==> config.mk <==
export PLATFORM = sky130hd
export DESIGN_NAME = alu_result_fifo_flat
export DESIGN_NICKNAME = d
export VERILOG_FILES = /design/src/rtl/alu_pkg.sv /design/src/rtl/alu_result_fifo_if.sv /design/src/rtl/alu_flags.sv /design/src/rtl/alu_result_fifo.sv /design/src/flat_wrapper.sv
export SDC_FILE = /design/constraint.sdc
export NUM_CORES = 1
export LEC_CHECK = 0
export CORE_MARGIN = 1
export CORE_UTILIZATION = 59
export DETAILED_ROUTE_END_ITERATION = 6
export GPL_TIMING_DRIVEN = 0
export MAX_ROUTING_LAYER = met4
export PLACE_DENSITY = 0.84
export SLEW_MARGIN = 20
export SYNTH_ARGS = -nofsm -noshare
export SYNTH_HDL_FRONTEND = slang
export SYNTH_HIERARCHICAL = 1
export SYNTH_SLANG_ARGS = --single-unit
==> constraint.sdc <==
create_clock -name clk -period 3.7 [get_ports clk]
set_input_delay 0.74 -clock clk [delete_from_list [all_inputs] [get_ports clk]]
set_output_delay 0.74 -clock clk [all_outputs]
set_load 0.01 [all_outputs]
==> src/rtl/alu_pkg.sv <==
// Shared ALU definitions: op encodings, flag positions, entry layout.
package alu_pkg;

   localparam logic [1:0] OP_ADD = 2'b00;
   localparam logic [1:0] OP_SUB = 2'b01;
   localparam logic [1:0] OP_AND = 2'b10;
   localparam logic [1:0] OP_XOR = 2'b11;

   localparam int FLAG_W = 3;
   localparam int ZERO   = 2;
   localparam int CB     = 1;
   localparam int NEG    = 0;

   // Stored entry is {y[W-1:0], sel, flags}
   function automatic int entry_w(input int w);
      return w + 2 + FLAG_W;
   endfunction

endpackage

==> src/rtl/alu_result_fifo_if.sv <==
// Producer/consumer handshake bundle for the ALU result FIFO.
interface alu_result_fifo_if #(
   parameter int W = 8
);

   logic         in_valid;
   logic         in_ready;
   logic [1:0]   in_sel;
   logic [W:0]   in_y;
   logic         out_valid;
   logic         out_ready;
   logic [W-1:0] out_y;
   logic [1:0]   out_sel;
   logic         out_zero;
   logic         out_cb;
   logic         out_neg;

   modport master (
      output in_valid, in_sel, in_y, out_ready,
      input  in_ready, out_valid, out_y, out_sel,
      input  out_zero, out_cb, out_neg
   );

   modport slave (
      input  in_valid, in_sel, in_y, out_ready,
      output in_ready, out_valid, out_y, out_sel,
      output out_zero, out_cb, out_neg
   );

endinterface

==> src/rtl/alu_flags.sv <==
// Status flags derived from an ALU result and its op select.
module alu_flags
   import alu_pkg::*;
#(
   parameter int W = 8
) (
   input  logic [W:0]        y,
   input  logic [1:0]        sel,
   output logic [FLAG_W-1:0] flags
);

   always_comb begin
      flags       = '0;
      flags[ZERO] = ~|y[W-1:0];
      // Bit W only means carry/borrow for arithmetic ops
      flags[CB]   = y[W] & ~sel[1];
      flags[NEG]  = y[W-1];
   end

endmodule

==> src/rtl/alu_result_fifo.sv <==
// Show-ahead result FIFO behind the ALU with saturating drop counter.
module alu_result_fifo
   import alu_pkg::*;
#(
   parameter int W     = 8,
   parameter int DEPTH = 4
) (
   input  logic                       clk,
   input  logic                       rst,
   alu_result_fifo_if.slave           bus,
   output logic [$clog2(DEPTH):0]     count,
   output logic [7:0]                 drop_cnt
);

   localparam int EW = entry_w(W);
   localparam int PW = $clog2(DEPTH);
   localparam logic [PW:0] FULL_CNT = PW'(0) + (PW+1)'(DEPTH);

   logic [EW-1:0]     mem [DEPTH];
   logic [PW-1:0]     wr_ptr;
   logic [PW-1:0]     rd_ptr;
   logic [FLAG_W-1:0] flags;
   logic [EW-1:0]     head;
   logic              full;
   logic              push;
   logic              pop;

   alu_flags #(.W(W)) u_flags (
      .y     (bus.in_y),
      .sel   (bus.in_sel),
      .flags (flags)
   );

   assign full = (count == FULL_CNT);
   assign push = bus.in_valid && !full;
   assign pop  = (count != '0) && bus.out_ready;

   always_ff @(posedge clk) begin
      if (rst) begin
         wr_ptr   <= '0;
         rd_ptr   <= '0;
         count    <= '0;
         drop_cnt <= '0;
         for (int i = 0; i < DEPTH; i++) mem[i] <= '0;
      end else begin
         if (push) begin
            mem[wr_ptr] <= {bus.in_y[W-1:0], bus.in_sel, flags};
            wr_ptr      <= wr_ptr + 1'b1;
         end
         if (pop) rd_ptr <= rd_ptr + 1'b1;
         if (push && !pop) count <= count + 1'b1;
         else if (pop && !push) count <= count - 1'b1;
         if (bus.in_valid && full && drop_cnt != 8'hFF)
            drop_cnt <= drop_cnt + 1'b1;
      end
   end

   assign head          = mem[rd_ptr];
   assign bus.in_ready  = !full;
   assign bus.out_valid = (count != '0);
   assign bus.out_y     = head[EW-1 -: W];
   assign bus.out_sel   = head[FLAG_W +: 2];
   assign bus.out_zero  = head[ZERO];
   assign bus.out_cb    = head[CB];
   assign bus.out_neg   = head[NEG];

endmodule
==> src/flat_wrapper.sv <==
// flat-port wrapper written by rule: the top's interface ports become plain ports
module alu_result_fifo_flat import alu_pkg::*;
#(
   parameter int W     = 8,
   parameter int DEPTH = 4
)
  (clk, rst, count, drop_cnt, bus_in_valid, bus_in_sel, bus_in_y, bus_out_ready, bus_in_ready, bus_out_valid, bus_out_y, bus_out_sel, bus_out_zero, bus_out_cb, bus_out_neg);
  alu_result_fifo_if #(.W(W)) bus_i ();
  input  logic clk;
  input  logic rst;
  output logic [$clog2(DEPTH):0] count;
  output logic [7:0] drop_cnt;
  input wire logic [$bits(bus_i.in_valid)-1:0] bus_in_valid;
  input wire logic [$bits(bus_i.in_sel)-1:0] bus_in_sel;
  input wire logic [$bits(bus_i.in_y)-1:0] bus_in_y;
  input wire logic [$bits(bus_i.out_ready)-1:0] bus_out_ready;
  output wire logic [$bits(bus_i.in_ready)-1:0] bus_in_ready;
  output wire logic [$bits(bus_i.out_valid)-1:0] bus_out_valid;
  output wire logic [$bits(bus_i.out_y)-1:0] bus_out_y;
  output wire logic [$bits(bus_i.out_sel)-1:0] bus_out_sel;
  output wire logic [$bits(bus_i.out_zero)-1:0] bus_out_zero;
  output wire logic [$bits(bus_i.out_cb)-1:0] bus_out_cb;
  output wire logic [$bits(bus_i.out_neg)-1:0] bus_out_neg;
  assign bus_i.in_valid = bus_in_valid;
  assign bus_i.in_sel = bus_in_sel;
  assign bus_i.in_y = bus_in_y;
  assign bus_i.out_ready = bus_out_ready;
  assign bus_in_ready = bus_i.in_ready;
  assign bus_out_valid = bus_i.out_valid;
  assign bus_out_y = bus_i.out_y;
  assign bus_out_sel = bus_i.out_sel;
  assign bus_out_zero = bus_i.out_zero;
  assign bus_out_cb = bus_i.out_cb;
  assign bus_out_neg = bus_i.out_neg;
  alu_result_fifo #(.W(W), .DEPTH(DEPTH)) u_core (.clk(clk), .rst(rst), .bus(bus_i), .count(count), .drop_cnt(drop_cnt));
endmodule
==> results of run 1 <==
## per-layer routing
metal  track usage (%)  up-vias
met3              6.50       12
met5                 -        -
met2              39.0       59
li1                  -      919
met4              10.7        0
met1              32.2      947
## cells by family after synthesis
family	after synthesis	share of synthesized area, %
XOR/XNOR	10	2.85
buffers and inverters	14	2.36
adder cells (fa/ha/maj)	3	1.47
AO/OA/AOI/OAI	11	2.32
flip-flops	69	61.9
multiplexers	17	10.8
AND/OR/NAND/NOR	94	18.3
## where the power goes
group | internal [uW] | switching [uW] | leakage [uW]
clock network | 253 | 271 | 0.0000930
logic | 356 | 301 | 0.000700
registers | 940 | 64.9 | 0.000680
## layout by cell type, fill, tap and decap left out, drive strengths merged, types with 3 or more instances in the layout
| cell type | count |
|---|---|
| dfxtp | 17 |
| clkinv | 6 |
| nor2 | 16 |
| or3 | 3 |
| nand2 | 5 |
| and3 | 28 |
| clkbuf | 18 |
| mux4 | 13 |
| clkdlybuf4s50 | 40 |
| nand3 | 3 |
| xor2 | 10 |
| and2 | 26 |
| mux2i | 4 |
| buf | 4 |
| edfxtp | 52 |
| o21ai | 3 |
| o211ai | 3 |
| nor2b | 3 |
## area by class of cell
cell class | count | area, um2
clock inverters | 6 | 28.8
multi-input cells | 135 | 1100
flip-flops and latches | 69 | 1900
repair buffers | 40 | 400
fillers | 327 | 1150
inverters | 2 | 7.51
plain buffers | 12 | 65.1
well taps | 67 | 83.8
clock buffers | 10 | 138
## sequential cells by signal, summed over array words and instances, names as in the netlist, named ones only
signal           cells
u_core/rd_ptr        2
u_core/wr_ptr        2
u_core/drop_cnt      8
u_core/count         3
u_core/mem          52
## stage by stage
stage	total power (uW)	worst slack, ps	hold slack [ps]	util, %	instances
floorplan	1400	1540	485	-	218
global placement	1660	827	510	72.9	325
detailed placement	1680	938	513	73.0	325
CTS	2190	690	539	76.4	341
global route	2290	567	567	76.4	341
finish	2190	735	532	76.4	341
## worst paths after layout
path                    start          endpoint  cells past startpoint
max                  register      bus_out_y[1]                      3
min reg2reg   u_core/count[2]   u_core/count[2]                      2
min           u_core/count[2]   u_core/count[2]                      2
max reg2reg  u_core/wr_ptr[1]  u_core/mem[2][3]                      3
## worst max-delay path, stage by stage, from the launching register on
cell and delay [ps]:
dfxtp_1 430, buf_2 380, mux4_2 570, clkdlybuf4s50_1 500
==> impl_metrics.tcl, run 1 <==
set metrics [dict create \
    status "finished clean" \
    fmax_ghz 0.337 \
    ys_seq_area_share_pct 61.9 \
    setup_tns_ps 0 \
    grt_pass1_wl_um 9240 \
    drcViolationCount 0 \
    ctsResizeCount 0 \
    topRoutingLayerUsed "met4" \
    tritoncts "yes" \
    antenna_found_initial 0 \
    wl_met2_um 3020 \
    cts_num_sinks 69 \
    root_buffer "clkbuf_8" \
    cts.path.max_buffers 2 \
    clk_latency_ps 340 \
    place_congestion 0.741 \
    p_leak_uw 0.00147 \
    fin_crit_sh_pct 80.1 \
    vias_per_cell 5.68 \
    die_w_um 74.2 \
    wirelength_um 6010 \
    top_level_ports 41 \
    wl_met3_um 305 \
    startpoint_type "register" \
    setup_viol 0 \
    clkTransAtPathRegs_ps 70 \
    drtPass1Iterations 5 \
    cellPowerDensity_nw_per_um2 586 \
    row_count 25 \
    htreeDepth 3 \
    final_antenna_net_count 0 \
    place_area_um2 3560 \
    drv_slew 0 \
    synthArstFlopShare_pct 0 \
    drive_above_1_share_pct 14.6 \
    area_growth_syn_to_layout_pct 21.3 \
    ctsHoldBuffers 0 \
    r2r_slack_ps 1520 \
    postCtsSetupBuffers 0 \
    antenna-diode-count 0 \
    grt_pass1_vias 1811 \
    final_nets 287 \
    grt_usage_pct 25.4 \
    initial_core_util_pct 63.0 \
    synth_area_um2 3070 \
    dieHeight_um 74.2 \
    synth_common_cells "edfxtp_1 (52), and3_1 (28), and2_1 (26)" \
    max-vdd-ir-drop_mv 0.323 \
    met1_length_um 2570 \
    dieArea_um2 5500 \
    drt_first_iter_violations 186 \
    synth_top_flop_cell "edfxtp_1" \
    cp_data_arrival_time_ps 2230 \
    yosysUniqueCellTypes 35 \
    netlist.area_leader.share_pct 50.8 \
    cp-end-kind "output port" \
    numCtsBuffers 9 \
    synth_warnings 6 \
    rsz0062_at_grt "no" \
    finalHoldViolCount 0 \
    syn_inst 218 \
    num_vias 1937 \
    period_needed_ps 2970 \
    finClkSkew_ps 6.93 \
    grt_overflow 0 \
    synth_top_cell_by_area "edfxtp_1" \
    cp_max_fo 10 \
    io_buffers 40 \
    routedWlPerCell_um 17.6 \
    fp.coreArea_um2 4880 \
    synth_most_common_cell "edfxtp_1" \
    maxCapViolations 0 \
    synth.area.top_cells "edfxtp_1 (51%), dfxtp_1 (11%), mux4_2 (9.5%)" \
    grt_max_degree 14 \
    synth_edf_count 52 \
    ys_ff_latch 69 \
    tightestPinTransition_ps 757 \
    relSlewSlack_pct 49.5 \
    final_area_um2 3730 \
    syn-num-nets 236 \
    avgSynthCellArea_um2 14.1 \
    hold_class "register to register" \
    critPathKind "register to output port" \
    hpwl_um 3990 \
    cp_data_required_time_ps 2960 \
]
Note: power is estimated with default switching activity, not from simulation.
==> inputs of run 2 (changes only) <==
--- a/config.mk
+++ b/config.mk
@@ -6,11 +6,11 @@
 export NUM_CORES = 1
 export LEC_CHECK = 0
 export CORE_MARGIN = 1
-export CORE_UTILIZATION = 59
+export CORE_UTILIZATION = 49
 export DETAILED_ROUTE_END_ITERATION = 6
 export GPL_TIMING_DRIVEN = 0
 export MAX_ROUTING_LAYER = met4
-export PLACE_DENSITY = 0.84
+export PLACE_DENSITY = 0.74
 export SLEW_MARGIN = 20
 export SYNTH_ARGS = -nofsm -noshare
 export SYNTH_HDL_FRONTEND = slang
==> constraint.sdc (replaced) <==
create_clock -name clk -period 2.7 [get_ports clk]
set_input_delay 0.54 -clock clk [delete_from_list [all_inputs] [get_ports clk]]
set_output_delay 0.54 -clock clk [all_outputs]
set_load 0.01 [all_outputs]
==> impl_metrics.tcl, run 2 (synthesized netlist as in run 1, its figures left out) <==
set metrics [dict create \
    largest_reg_flops 52 \
    hpwl_um 4040 \
    period_needed_ps 2520 \
    drv_slew 0 \
    cp_max_fo 10 \
    rsz0062_at_grt "no" \
    tritoncts "yes" \
    path_cells "buf_6, mux4_2, clkdlybuf4s50_1" \
    topRoutingLayerUsed "met4" \
    antenna-diode-count 0 \
    grt_usage_pct 21.5 \
    drive_above_1_share_pct 14.2 \
    wl_met2_um 3140 \
    fmax_ghz 0.397 \
    register_area_um2 1900 \
    final_antenna_net_count 0 \
    grt_overflow 0 \
    cts_num_sinks 69 \
    routedWlPerCell_um 17.5 \
    io_buffers 40 \
    wl_met3_um 263 \
    startpoint_type "register" \
    setup_viol 0 \
    grt_pass1_wl_um 9600 \
    path_delay_family "buffers and inverters" \
    crit_buf_inv 2 \
    fin_crit_sh_pct 93.2 \
    area_growth_syn_to_layout_pct 22.9 \
    final_nets 287 \
    dieHeight_um 81.2 \
    grt_max_degree 14 \
    maxCapViolations 0 \
    final_cell_count_no_fill 349 \
    ctsResizeCount 3 \
    clk_latency_ps 340 \
    fp.coreArea_um2 5990 \
    fillers 475 \
    cp-end-kind "output port" \
    regMostFlops "u_core/mem" \
    final_cell_mix "edfxtp_1 (52), clkdlybuf4s50_1 (40), and3_1 (28)" \
    die_w_um 81.2 \
    drtPass1Iterations 4 \
    vias_per_cell 5.49 \
    hold_class "register to register" \
    grt_pass1_vias 1943 \
    initial_core_util_pct 51.3 \
    p_leak_uw 0.00148 \
    row_count 28 \
    place_congestion 0.789 \
    mostFrequentLayoutCell "edfxtp_1" \
    drcViolationCount 0 \
    multiInputGateArea_um2 1100 \
    ctsHoldBuffers 0 \
    crit_slowest_cell "mux4_2" \
    htreeDepth 3 \
    relSlewSlack_pct 47.9 \
    met1_length_um 2640 \
    cp_data_arrival_time_ps 1980 \
    clkTransAtPathRegs_ps 70 \
    top_level_ports 41 \
    cellPowerDensity_nw_per_um2 826 \
    dpl.cell_count 333 \
    critPathKind "register to output port" \
    dieArea_um2 6590 \
    setup_tns_ps 0 \
    wirelength_um 6120 \
    numCtsBuffers 9 \
    status "finished clean" \
    postCtsSetupBuffers 0 \
    cts.path.max_buffers 2 \
    max-vdd-ir-drop_mv 0.561 \
    num_vias 1917 \
    drt_first_iter_violations 84 \
    antenna_found_initial 0 \
    crit_path_max_incr_delay_ps 530 \
    cp_data_required_time_ps 2160 \
    finClkSkew_ps 8.88 \
    tightestPinTransition_ps 781 \
    root_buffer "clkbuf_8" \
    finalHoldViolCount 0 \
    reg_top3 "u_core/mem (52), u_core/drop_cnt (8), u_core/count (3)" \
]
-- run 2: metal layers --
layer / vias to the layer above / global-route usage, %
li1: 915 / -
met1: 939 / 23.7
met2: 52 / 37.1
met3: 11 / 5.51
met4: 0 / 8.57
met5: - / -
-- run 2: cell type report --
type	count	area share, %
well taps	75	2.48
multi-input cells	135	29.2
plain buffers	12	1.92
inverters	2	0.199
clock inverters	2	0.894
flip-flops and latches	69	50.4
repair buffers	40	10.6
clock buffers	14	4.31
-- run 2: power by group --
group          total (uW)  switching, uW  internal [uW]  leakage, uW
registers            1380           92.0           1290     0.000680
logic                 905            409            496     0.000704
clock network         833            357            476    0.0000983
-- run 2: tightest hold or removal path, cell delays in order, from the launching register on --
cell and delay [ps]:
dfxtp_1 350, o21ai_0 80, a21oi_1 60
-- run 2: final timing paths --
check,start,to,slack [ps],cells after the start
max,register,bus_out_zero,180,3
min,u_core/count[2],u_core/count[2],530,2
max reg2reg,u_core/count[0],u_core/count[2],480,8
min reg2reg,u_core/count[2],u_core/count[2],530,2
-- run 2: through the flow --
step	area, um2	power, uW	utilization, %	hold WS [ps]	worst slack [ps]
6_report	3780	3120	63.1	534	184
5_1_grt	3780	3280	63.1	570	66.5
4_1_cts	3780	3150	63.0	538	22.9
3_5_place_dp	3570	2310	59.6	519	119
3_3_place_gp	3570	2280	59.6	513	8.10
2_1_floorplan	3070	1920	-	485	540
==> inputs of run 3 (changes only) <==
--- a/config.mk
+++ b/config.mk
@@ -16,3 +16,4 @@
 export SYNTH_HDL_FRONTEND = slang
 export SYNTH_HIERARCHICAL = 1
 export SYNTH_SLANG_ARGS = --single-unit
+export TNS_END_PERCENT = 5
==> results of run 3 <==
Final layout, timing and power as in run 2 (identical DEF).
